**src/rtl/nxn_bit_rr_mux.sv**
```systemverilog
// nxn_bit_rr_mux: N-input registered selector with valid/ready handshakes.
// Round-robin arbitration by default; force_en selects a fixed channel.
// One output register stage; one transfer per cycle with no pop/push bubble.
module nxn_bit_rr_mux #(
  parameter int width    = 1,
  parameter int inputs   = 5,
  parameter int sel_bits = 3
) (
  input  logic                      clk,
  input  logic                      reset,
  input  logic [inputs*width-1:0]   in_data,
  input  logic [inputs-1:0]         in_valid,
  output logic [inputs-1:0]         in_ready,
  input  logic                      force_en,
  input  logic [sel_bits-1:0]       force_sel,
  output logic [width-1:0]          out_data,
  output logic [sel_bits-1:0]       out_src,
  output logic                      out_valid,
  input  logic                      out_ready
);

  logic [width-1:0]    out_data_q, out_data_d;
  logic [sel_bits-1:0] out_src_q,  out_src_d;
  logic                out_valid_q, out_valid_d;
  logic [sel_bits-1:0] last_q,     last_d;

  logic                load;
  logic [inputs-1:0]   grant;
  logic                grant_any;
  logic [sel_bits-1:0] grant_idx;
  logic [width-1:0]    grant_data;

  // Output register may accept new data when empty or being drained.
  always_comb begin
    load = !out_valid_q || out_ready;
  end

  // Grant: forced channel, or first requester after the last winner (cyclic).
  always_comb begin
    int unsigned cand;
    grant     = '0;
    grant_any = 1'b0;
    grant_idx = '0;
    cand      = 0;
    if (force_en) begin
      for (int unsigned i = 0; i < inputs; i++) begin
        if (force_sel == sel_bits'(i) && in_valid[i]) begin
          grant[i]  = 1'b1;
          grant_any = 1'b1;
          grant_idx = sel_bits'(i);
        end
      end
    end else begin
      for (int unsigned k = 1; k <= inputs; k++) begin
        cand = 32'(last_q) + k;
        if (cand >= inputs) cand = cand - inputs;
        for (int unsigned i = 0; i < inputs; i++) begin
          if (!grant_any && i == cand && in_valid[i]) begin
            grant[i]  = 1'b1;
            grant_any = 1'b1;
            grant_idx = sel_bits'(i);
          end
        end
      end
    end
  end

  // Data of the granted channel; zero when nothing is granted.
  always_comb begin
    grant_data = '0;
    for (int unsigned i = 0; i < inputs; i++) begin
      if (grant[i]) grant_data = in_data[i*width +: width];
    end
  end

  // Handshake back to producers; suppressed during reset so no transfer is counted.
  always_comb begin
    in_ready = (load && !reset) ? grant : '0;
  end

  // Next-state for the output stage and round-robin pointer.
  always_comb begin
    out_data_d  = out_data_q;
    out_src_d   = out_src_q;
    out_valid_d = out_valid_q;
    last_d      = last_q;
    if (load) begin
      if (grant_any) begin
        out_data_d  = grant_data;
        out_src_d   = grant_idx;
        out_valid_d = 1'b1;
        last_d      = grant_idx;
      end else begin
        out_valid_d = 1'b0;
      end
    end
  end

  // State registers with synchronous reset; pointer resets so channel 0 wins first.
  always_ff @(posedge clk) begin
    if (reset) begin
      out_data_q  <= '0;
      out_src_q   <= '0;
      out_valid_q <= 1'b0;
      last_q      <= sel_bits'(inputs - 1);
    end else begin
      out_data_q  <= out_data_d;
      out_src_q   <= out_src_d;
      out_valid_q <= out_valid_d;
      last_q      <= last_d;
    end
  end

  assign out_data  = out_data_q;
  assign out_src   = out_src_q;
  assign out_valid = out_valid_q;

endmodule

```
**config.mk**
```make
export PLATFORM = sky130hd
export DESIGN_NAME = nxn_bit_rr_mux
export DESIGN_NICKNAME = d
export VERILOG_FILES = /design/src/rtl/nxn_bit_rr_mux.sv
export SDC_FILE = /design/constraint.sdc
export NUM_CORES = 1
export LEC_CHECK = 0
export ABC_AREA = 1
export CAP_MARGIN = 10
export CORE_ASPECT_RATIO = 1.1
export CORE_MARGIN = 2
export CORE_UTILIZATION = 35
export CTS_CLUSTER_DIAMETER = 200
export DETAILED_ROUTE_END_ITERATION = 10
export PLACE_DENSITY_LB_ADDON = 0.15
export SLEW_MARGIN = 25
export SYNTH_ARGS = -nofsm -noshare
export SYNTH_HDL_FRONTEND = slang
export SYNTH_SLANG_ARGS = --single-unit
export TNS_END_PERCENT = 30
```
**constraint.sdc**
```tcl
create_clock -name clk -period 3.8 [get_ports clk]
set_input_delay 0.76 -clock clk [delete_from_list [all_inputs] [get_ports clk]]
set_output_delay 0.76 -clock clk [all_outputs]
set_load 0.03 [all_outputs]
```
==> reports/results.ini <==
[timing]
rsz0062_at_grt = true
skew_ps = 3.54
worst_slew_pin_slew_ps = 409
timing.final.crit_share_pct = 118
relSlewSlack_pct = 72.5
slew_viol_final = 0
final.setup.tns_ps = -2690
fmax_ghz = 0.224
setup_violations = 8
setup_ws_ps = -669
hold_viol = 0
fin_crit_ps = 4470

[layout]
layout.area.seq_um2 = 125
multiInputGateArea_um2 = 1580
fillers = 509
finalNetCount = 447
final_layout_size_suffix_gt1_share_pct = 34.9
diodes = 0
finalNonFillerCells = 471
syn_to_final_growth_pct = 60.0

[flow_run]
maxCapViolCount = 0

[outcome]
violations = negative setup slack
status = finished, violations left

[grt]
track_usage_pct = 20.6
grt_start_max_net_pins = 14
grt_pass1_wl_um = 9560
antenna_found_initial = 0
first_global_vias = 2187
overflow = 0

[floorplanning]
start_util_pct = 36.1
core_um2 = 5000
io_pins = 27
dieWidth_um = 72.5
row_count = 27
dieArea_um2 = 5750
dieHeight_um = 79.4

[critical_path]
critPathArrivalTime_ps = 3710
cpMaxStageDelayCell = dfxtp_4
worst-setup-path-type = register to primary output
cp.depth = 25
rr_worst_depth = 28
cp_top_family = simple AND/OR/NAND/NOR gates
cp_max_fo = 7
cpMostUsedCell = nand4_2
crit_buf_inv = 6
crit_path_max_incr_delay_ps = 360
cp-start-kind = register
crit_required_ps = 3040
end_kind = primary output

[clock_tree]
clk_path_buf_depth = 2
cts_max_level = 1
clk_pin_slew_ps = 40
clock_latency_ps = 220
cts_buffers = 3
cts.sinks = 6
cts_tree = done
cts_root_buf = clkbuf_8

[min_path]
hp-class = register to register
hold_path_depth = 2

[yosys]
synth_edf_count = 0
ys_warn_count = 0
synth_flop_cell = dfxtp_1
syn_inst = 317
synth.avg_cell_area_um2 = 5.70
ys_types = 39
yosys_register_bits = 6
synthArstFlopShare_pct = 0
synth-seq-area-share_pct = 6.65
netlist_area_um2 = 1810
synth.net_count = 349

[place]
gp_congestion = 0.900
io_buffers = 26
dp_cells = 461
hpwlAfterDp_um = 4900
preCtsSetupSlack_ps = -342

[detailed_routing]
wl_per_cell_um = 12.6
first_iter_violations = 83
num_vias = 2326
wirelength_um = 5940
dr.pass1.iters = 4
route.detailed.drc = 0
postRouteAntennaNets = 0
viasPerCell = 4.94

[power]
p_total_mw = 3.03
p_int_mw = 1.42
switchingPower_mw = 1.61
ir_drop_mv = 0.367
power_frac_clock_pct = 3.2
switching_share_pct = 53.0
p_comb_share_pct = 93.0
leakage_nw = 1.44
power.density_nw_per_um2 = 1050
pwr-share-seq_pct = 3.8

-- timing repair --
| action | CTS | global route |
|---|---|---|
| pin swaps | 0 | 17 |
| setup buffers | 0 | 7 |
| endpoints found under the setup margin | 5 | 11 |
| resized for setup | 1 | 34 |
| hold buffers | 0 | 0 |
-- final cells by class --
| cell class | instances | area share [%] |
|---|---|---|
| Timing Repair Buffer | 97 | 27.7 |
| Multi-Input combinational cell | 238 | 54.8 |
| Inverter | 69 | 9.26 |
| Tap cell | 58 | 2.51 |
| Clock buffer | 3 | 1.43 |
| Sequential cell | 6 | 4.33 |
-- cells in the mapped netlist, types with 3 or more instances --
library cell	count	area [um2]
o21ai_0	7	35.0
nand3_2	6	60.1
nor2_1	42	158
o21ai_1	5	25.0
o211ai_1	3	22.5
xor2_1	3	26.3
nand4_1	12	75.1
nand4_2	5	62.6
ha_1	14	175
nor3_1	15	75.1
dfxtp_1	6	120
nor4_1	6	37.5
inv_1	61	229
a21oi_1	15	75.1
inv_2	7	26.3
nand2_1	54	203
nand3_1	25	125
a31oi_1	4	25.0
-- layer usage --
| layer | global-route usage, % | wire length (um) | vias to the layer above |
|---|---|---|---|
| li1 | - | - | 1237 |
| met1 | 26.1 | 2770 | 1041 |
| met2 | 37.4 | 2940 | 39 |
| met3 | 1.14 | 138 | 9 |
| met4 | 5.37 | 87 | 0 |
| met5 | 0 | 0 | - |
-- power by group through the flow --
stage / registers (mW) / logic [mW] / clock network, mW
2_1_floorplan: 0.154 / 1.60 / 0
3_3_place_gp: 0.110 / 2.46 / 0
3_5_place_dp: 0.111 / 2.49 / 0
4_1_cts: 0.110 / 2.50 / 0.0997
5_1_grt: 0.121 / 3.10 / 0.106
6_report: 0.116 / 2.82 / 0.0964
-- logic make-up (layout without fill, tap and decap cells) --
| logic type | Yosys count | in the layout | share of synthesized area (%) |
|---|---|---|---|
| AOI/OAI and AO/OA | 39 | 39 | 12.4 |
| xor gates and xnor gates | 3 | 3 | 1.45 |
| adders and majority gates | 15 | 15 | 10.8 |
| buffers and inverters | 73 | 169 | 16.1 |
| DFF | 6 | 6 | 6.65 |
| and+or+nand+nor | 181 | 181 | 52.6 |
-- stage by stage --
stage,util (%),area (um2),hold WS [ps]
after floorplan,-,1860,563
after global placement,52.9,2640,455
after detailed placement,52.9,2640,470
after CTS,53.8,2690,475
after global routing,57.8,2890,507
final,57.8,2890,466
-- registers in the layout (all words and copies together), names as in the netlist --
register / flops
out_data: 1
out_src: 3
last_q: 1
out_valid: 1
-- worst paths after layout --
kind | startpoint | endpoint | slack (ps)
worst min register to register | out_src[2] | out_src[2] | 470
worst max register to register | out_src[1] | out_src[0] | -50
worst max-delay path | out_src[1] | in_ready[4] | -670
worst min-delay path | out_src[2] | out_src[2] | 470
-- placed cells by master (no fill, tap or decap), types with 2 or more instances in the layout --
cell	n
nor4_1	6
nand3_2	6
nand2_4	2
nand4_1	12
nor2_4	4
a21oi_1	12
o211ai_1	3
nand4_2	4
or2_2	2
ha_1	10
buf_4	73
dfxtp_1	4
a21oi_2	2
nand4_4	2
clkbuf_8	3
o21ai_1	4
nand3_4	3
o21ai_0	7
inv_1	59
inv_2	7
nand2_2	8
nor3_1	14
buf_6	2
clkdlybuf4s50_1	21
nor2_2	7
a21oi_4	2
nand2_1	47
and2_1	2
xor2_2	2
nor2_1	35
inv_4	2
nand3_1	23
a31oi_1	3
ha_4	3
-- worst min-delay path, stage by stage, from the launching register on --
cell     delay (ps)
dfxtp_1         300
nand2_1          60
a21oi_1          60
Power figures use the tool's default switching activity.
